$ cat config.mk
export PLATFORM = sky130hd
export DESIGN_NAME = roll_button_conditioner
export DESIGN_NICKNAME = d
export VERILOG_FILES = /design/src/rtl/rcond_pkg.sv /design/src/rtl/roll_button_conditioner_sync.sv /design/src/rtl/roll_button_conditioner.sv
export SDC_FILE = /design/constraint.sdc
export NUM_CORES = 1
export LEC_CHECK = 0
export CAP_MARGIN = 20
export CORE_MARGIN = 2
export CORE_UTILIZATION = 65
export DETAILED_ROUTE_END_ITERATION = 10
export DONT_BUFFER_PORTS = 1
export PLACE_DENSITY = 0.87
export SYNTH_ARGS = -nofsm -noshare
export SYNTH_HDL_FRONTEND = slang
export SYNTH_HIERARCHICAL = 1
export SYNTH_SLANG_ARGS = --single-unit
$ cat constraint.sdc
create_clock -name clk -period 3.62 [get_ports clk]
set_clock_uncertainty 0.2 [all_clocks]
set_input_delay 0.543 -clock clk [delete_from_list [all_inputs] [get_ports clk]]
set_output_delay 0.543 -clock clk [all_outputs]
set_load 0.01 [all_outputs]
$ cat src/rtl/rcond_pkg.sv
// Shared definitions for the roll button conditioner.
//   - 3-bit state encoding constants for the conditioning FSM
//   - default debounce, minimum-roll and long-press cycle counts
//   - helper that tells whether a state drives the roll output high
package rcond_pkg;

  localparam int STATE_W = 3;

  localparam logic [STATE_W-1:0] IDLE       = 3'd0;
  localparam logic [STATE_W-1:0] DB_PRESS   = 3'd1;
  localparam logic [STATE_W-1:0] ROLLING    = 3'd2;
  localparam logic [STATE_W-1:0] DB_RELEASE = 3'd3;
  localparam logic [STATE_W-1:0] MIN_HOLD   = 3'd4;

  localparam int DEF_DEBOUNCE_CYCLES   = 4;
  localparam int DEF_MIN_ROLL_CYCLES   = 6;
  localparam int DEF_LONG_PRESS_CYCLES = 16;
  localparam int DEF_CNT_W             = 8;

  // The dice keep shuffling in every state past the press debounce.
  function automatic logic is_roll_state(input logic [STATE_W-1:0] st);
    return (st == ROLLING) || (st == DB_RELEASE) || (st == MIN_HOLD);
  endfunction

endpackage

$ cat src/rtl/roll_button_conditioner_sync.sv
// Two-flop synchroniser for the raw push-button.
//   clk  in  system clock
//   rst  in  synchronous active-high reset, clears both flops
//   d    in  asynchronous input
//   q    out synchronised copy of d, two clocks later
module button_sync (
  input  logic clk,
  input  logic rst,
  input  logic d,
  output logic q
);

  logic meta;

  always_ff @(posedge clk) begin
    if (rst) begin
      meta <= 1'b0;
      q    <= 1'b0;
    end else begin
      meta <= d;
      q    <= meta;
    end
  end

endmodule

$ cat src/rtl/roll_button_conditioner.sv
// Conditions the raw dice push-button before it reaches the dice counter.
// Synchronises and debounces the button, stretches short taps to a minimum
// roll length, and emits single-cycle press / release / long-press events.
//   clk         in   system clock, rising edge
//   rst         in   synchronous active-high reset
//   button      in   raw asynchronous push-button, active-high
//   roll        out  registered debounced roll level (feeds the dice)
//   pressed     out  one-cycle pulse in the cycle roll rises
//   released    out  one-cycle pulse in the cycle roll falls
//   long_press  out  one-cycle pulse, at most once per roll
//   busy        out  high whenever the FSM is not idle
module roll_button_conditioner
  import rcond_pkg::*;
#(
  parameter int DEBOUNCE_CYCLES   = DEF_DEBOUNCE_CYCLES,
  parameter int MIN_ROLL_CYCLES   = DEF_MIN_ROLL_CYCLES,
  parameter int LONG_PRESS_CYCLES = DEF_LONG_PRESS_CYCLES,
  parameter int CNT_W             = DEF_CNT_W
) (
  input  logic clk,
  input  logic rst,
  input  logic button,
  output logic roll,
  output logic pressed,
  output logic released,
  output logic long_press,
  output logic busy
);

  localparam logic [CNT_W-1:0] D_LAST   = CNT_W'(DEBOUNCE_CYCLES - 1);
  localparam logic [CNT_W-1:0] M_LAST   = CNT_W'(MIN_ROLL_CYCLES - 1);
  localparam logic [CNT_W-1:0] L_LAST   = CNT_W'(LONG_PRESS_CYCLES - 1);
  localparam logic [CNT_W-1:0] HCNT_MAX = '1;

  logic               sbtn;
  logic [STATE_W-1:0] state;
  logic [CNT_W-1:0]   dcnt;
  logic [CNT_W-1:0]   hcnt;
  logic [CNT_W-1:0]   hcnt_inc;
  logic               lp_done;
  logic               in_roll;
  logic               lp_hit;

  button_sync u_sync (
    .clk (clk),
    .rst (rst),
    .d   (button),
    .q   (sbtn)
  );

  // Hold counter saturates so a very long hold never re-arms long_press.
  assign hcnt_inc = (hcnt == HCNT_MAX) ? hcnt : hcnt + 1'b1;
  assign in_roll  = is_roll_state(state);
  assign lp_hit   = in_roll && (hcnt == L_LAST) && !lp_done;
  assign busy     = (state != IDLE);

  // NOTE: every register below uses non-blocking assignment so all state
  // updates see the pre-edge values, regardless of statement order.
  always_ff @(posedge clk) begin
    if (rst) begin
      state      <= IDLE;
      dcnt       <= '0;
      hcnt       <= '0;
      lp_done    <= 1'b0;
      roll       <= 1'b0;
      pressed    <= 1'b0;
      released   <= 1'b0;
      long_press <= 1'b0;
    end else begin
      // roll lags the state register by one cycle; the edge pulses are
      // taken from the same transition so they line up with roll.
      roll       <= in_roll;
      pressed    <= in_roll & ~roll;
      released   <= ~in_roll & roll;
      long_press <= lp_hit;
      if (lp_hit) lp_done <= 1'b1;

      // NOTE: the default arm recovers from unused encodings; all paths that
      // do not assign a register simply hold it, so no latch can arise here.
      case (state)
        IDLE: begin
          lp_done <= 1'b0;
          if (sbtn) begin
            state <= DB_PRESS;
            dcnt  <= '0;
          end
        end
        DB_PRESS: begin
          if (!sbtn) begin
            state <= IDLE;                 // glitch: no pulse, no roll
          end else if (dcnt == D_LAST) begin
            state <= ROLLING;
            hcnt  <= '0;
          end else begin
            dcnt <= dcnt + 1'b1;
          end
        end
        ROLLING: begin
          hcnt <= hcnt_inc;
          if (!sbtn) begin
            state <= DB_RELEASE;
            dcnt  <= '0;
          end
        end
        DB_RELEASE: begin
          hcnt <= hcnt_inc;
          if (sbtn) begin
            state <= ROLLING;              // bounce: hold time is kept
          end else if (dcnt == D_LAST) begin
            state <= (hcnt >= M_LAST) ? IDLE : MIN_HOLD;
          end else begin
            dcnt <= dcnt + 1'b1;
          end
        end
        MIN_HOLD: begin
          // Button is ignored here so a tap always gives a full shuffle.
          hcnt <= hcnt_inc;
          if (hcnt >= M_LAST) state <= IDLE;
        end
        default: state <= IDLE;
      endcase
    end
  end

endmodule

==> results summary <==
The clock-pin slew on the worst setup and hold paths is 140 ps. Global routing used 24.8% of the available tracks. The number of antenna repair diodes is 0. Tracing the worst setup path back leads to its startpoint at state[2]$_SDFFE_PP0P_. The worst-case headroom to the max-slew limit came out at ~64%. The first-pass GRT wire length came out at about 3800 microns.

The number of design-rule violations left by the first detailed-router iteration is 22. The number of warnings printed during yosys synthesis came out at 6. The x dimension of the die came out at 47.3 microns. The adder-cell share of the synthesized area came out at 4.11%. The worst setup path is launched from a flip-flop. The cell count after placement came out at 160.

The post-synthesis area per instance came out at 8.83 sq um. The predominant post-synthesis flop cell is dfxtp_1. The net count after synthesis came out at roughly 150.

The flow ran to the end, and the final reports show no timing, DRC or antenna violations. The initial core utilization is 69.8%. The via total after detailed routing is around 1,000. The number of port buffers came out at 0. Setup repair after global routing left no endpoint under its margin. For this run, asynchronously set or reset flops after synthesis account for 0%. The final cell utilization of the core is 74.0%. The path with the worst hold slack has its endpoint at dcnt[2]$_SDFFE_PP0P_. The clock drives 26 sinks. The length in cells of the worst reg-to-reg path is 4.

The per-cell routed wire length is 14.7 microns. The HPWL after detailed placement came out at 1700 microns. In this run the critical register-to-register path is launched from state[2]$_SDFFE_PP0P_. Yosys attributes the largest share of cell area to dfxtp_1 43%, ha_1 4.1%, nand3_1 3.7%. The count of cells along the worst hold path is 1. Setup violations remaining at the end of the flow were counted as 0.

The largest family of logic cells by synthesized area is simple AND/OR/NAND/NOR gates. The area share of the largest cell type after synthesis is 42.7%. The count of fill cells added during filler insertion is 140. The mux contribution to synthesized area is 0.821%.

The sum of internal, switching and leakage power is between 0.4 and 0.5 mW. The endpoint required time on the critical path came out at 3650 ps. Summing the areas of all xor and xnor instances in the mapped netlist gives 4.31% of the synthesized area. The number of nets in the layout came out at 147.

The number of failing hold endpoints at the final stage came to 0. In this design, the stage delay of the slowest critical-path cell is 550 ps. The aggregate negative setup slack is 0 ps. The number of pins exceeding their max-slew limit in the final report is 0. The area after detailed placement came out at 1240 sq um. dfxtp_1 is the most common cell in the netlist. The number of register bits inferred by synthesis is 26. The slowest stage of the critical path is the dfxtp_1 cell. The number of hold-repair buffers added at the cts stage came out at 0. The post-route netlist has 3.60% of its cells at a drive strength greater than 1.

The final wirelength came out at 2410 microns. The synthesized netlist devotes 14.3% of its cell area to compound gates. TritonCTS built the clock tree. The simple-gate portion of the synthesized area came out at between 30% and 40%. The area of all placed cells without fillers came out at 1290 sq um.

The final antenna-violating net count is 0. Summed over all instances, the cell type with the most area after synthesis is dfxtp_1. The clock passes through at most 2 buffers. The origin of the worst min-delay path is rst. Based on the critical path, the design can be clocked at up to 0.473 GHz. The unique cell type count in the Yosys netlist came out at 39. The core region is 1750 sq um.

The initial antenna violation count is 0. The area growth from synthesis to layout is 5.95%. The area of the mapped netlist came out at 1220 sq um.

Post-CTS repair changed the size of 0 cells. The post-route non-filler standard cell count is 164. The worst setup path is captured at a flip-flop. Summed over all layers, the global routing overflow is 0. Across the VDD grid, the largest voltage drop is 0.326 mV. The via count normalized by instance count came out at 6.30. Walking the worst path, the cells encountered are or3b_1, o2bb2ai_1, or4_1, o311ai_0.

Post-CTS timing repair inserted 0 buffers for setup. The synthesized instance count came out at 138. The clock buffer count from CTS is 3. Sequential cells were found to cover 42.7% of the synthesized design area. In this run the worst path has a maximum fanout of 12. The maximum number of pins on one net before global-route repair is 19.

By count the netlist is led by 26 x dfxtp_1, 10 x nand2_1, 10 x nor2_1. Counting flops with a built-in enable in the synthesized netlist gives 0. The tree is rooted in a clkbuf_4. The die covers approximately 2200 sq um. The clock reaches the later pin of the worst-skew pair after 330 ps. The terminus of the critical flop-to-flop path is hcnt[4]$_SDFFE_PP0P_. The actual transition at the worst max-transition pin is 538 ps.

The floorplan step set the die height to 47.3 microns. The number of rows created at floorplan is 15. The worst hold-check path type is input port to flip-flop. The number of top-level design ports came out at 8. The post-route DRC violation count came out at 0. The final clock period utilization by the worst path came out at 58.3%. The reported leakage power is roughly 0.44 nW. The shortest period the worst path allows came out at 2110 ps.

The worst path arrival time came out at 2150 ps. The final weighted congestion in routability-driven placement came out at 0.878. The first detailed-routing pass took 5 iterations. Dividing total power by cell area gives a power density of 385 nW/um^2. The critical path in this run is classified as flip-flop to flip-flop. The number of maximum-capacitance violations is 0. The via count of the first global-routing pass came out at 897. In this run the register-to-register setup slack is 1510 ps. The number of levels the H-tree was split into came out at 1.
-- worst max-delay path by stage --
stage,to,cells after the start
3_3_place_gp,hcnt[4]$_SDFFE_PP0P_,4
6_report,hcnt[4]$_SDFFE_PP0P_,4
5_1_grt,hcnt[4]$_SDFFE_PP0P_,4
2_1_floorplan,hcnt[4]$_SDFFE_PP0P_,4
3_5_place_dp,hcnt[4]$_SDFFE_PP0P_,4
4_1_cts,hcnt[4]$_SDFFE_PP0P_,4
-- state kept, by name (all words and copies together) (netlist names) --
register and flops:
roll 1, dcnt 8, released 1, lp_done 1, state 3, hcnt 8
u_sync/meta 1, u_sync/q 1, long_press 1, pressed 1
-- cells in the final DEF (no fill, tap or decap), types with 2 or more instances in the layout --
cell type and n:
nor2b_1 4, o311ai_0 2, a311oi_1 2, xnor2_1 5, nor4_1 3, o21a_1 2
or3b_1 2, nor2_1 10, clkbuf_4 3, inv_1 5, dfxtp_1 26, nand2b_1 2
and2_1 2, or3_1 3, nor3_1 5, nand3_1 9, nand2_1 10, a21oi_1 8
o21ai_0 5, nor4bb_1 3, nand4_1 4, o2bb2ai_1 2, ha_1 4, or4_1 2
-- through the flow --
stage | setup slack, ps | hold slack (ps)
2_1_floorplan | 1850 | 210
3_3_place_gp | 1640 | 226
3_5_place_dp | 1570 | 236
4_1_cts | 1520 | 43.8
5_1_grt | 1440 | 37.7
6_report | 1510 | 57.2
-- power breakdown --
part | total, mW | internal, mW | switching (mW)
Sequential | 0.290 | 0.288 | 0.00173
Combinational | 0.00993 | 0.00354 | 0.00638
Clock | 0.197 | 0.112 | 0.0847
-- critical path, delay by kind of cell (launching register included) --
family	cells	cell delay [ps]
AO/OA/AOI/OAI	2	330
AND/OR/NAND/NOR	2	940
flip-flops	1	550
-- routing by layer --
| metal | vias up | global-route usage, % | wire length, microns |
|---|---|---|---|
| li1 | 512 | - | - |
| met1 | 486 | 31.1 | 1100 |
| met2 | 27 | 38.6 | 1140 |
| met3 | 8 | 7.31 | 126 |
| met4 | 0 | 12.2 | 49 |
| met5 | - | 0 | 0 |
-- cells by family (layout without fill, tap and decap cells) --
| group | after synthesis | in the layout |
|---|---|---|
| DFF | 26 | 26 |
| adders and majority gates | 4 | 4 |
| muxes | 1 | 1 |
| xor gates and xnor gates | 6 | 6 |
| and+or+nand+nor | 66 | 66 |
| AOI/OAI and AO/OA | 26 | 26 |
| buffers and inverters | 9 | 10 |
-- area by class of cell --
| type | instances | area, sq um | area share (%) |
|---|---|---|---|
| Inverter | 6 | 22.5 | 1.74 |
| Tap cell | 25 | 31.3 | 2.42 |
| Multi-Input combinational cell | 103 | 664 | 51.5 |
| Clock buffer | 3 | 22.5 | 1.74 |
| Clock inverter | 1 | 30.0 | 2.33 |
| Sequential cell | 26 | 520 | 40.3 |
Power figures use the tool's default switching activity.
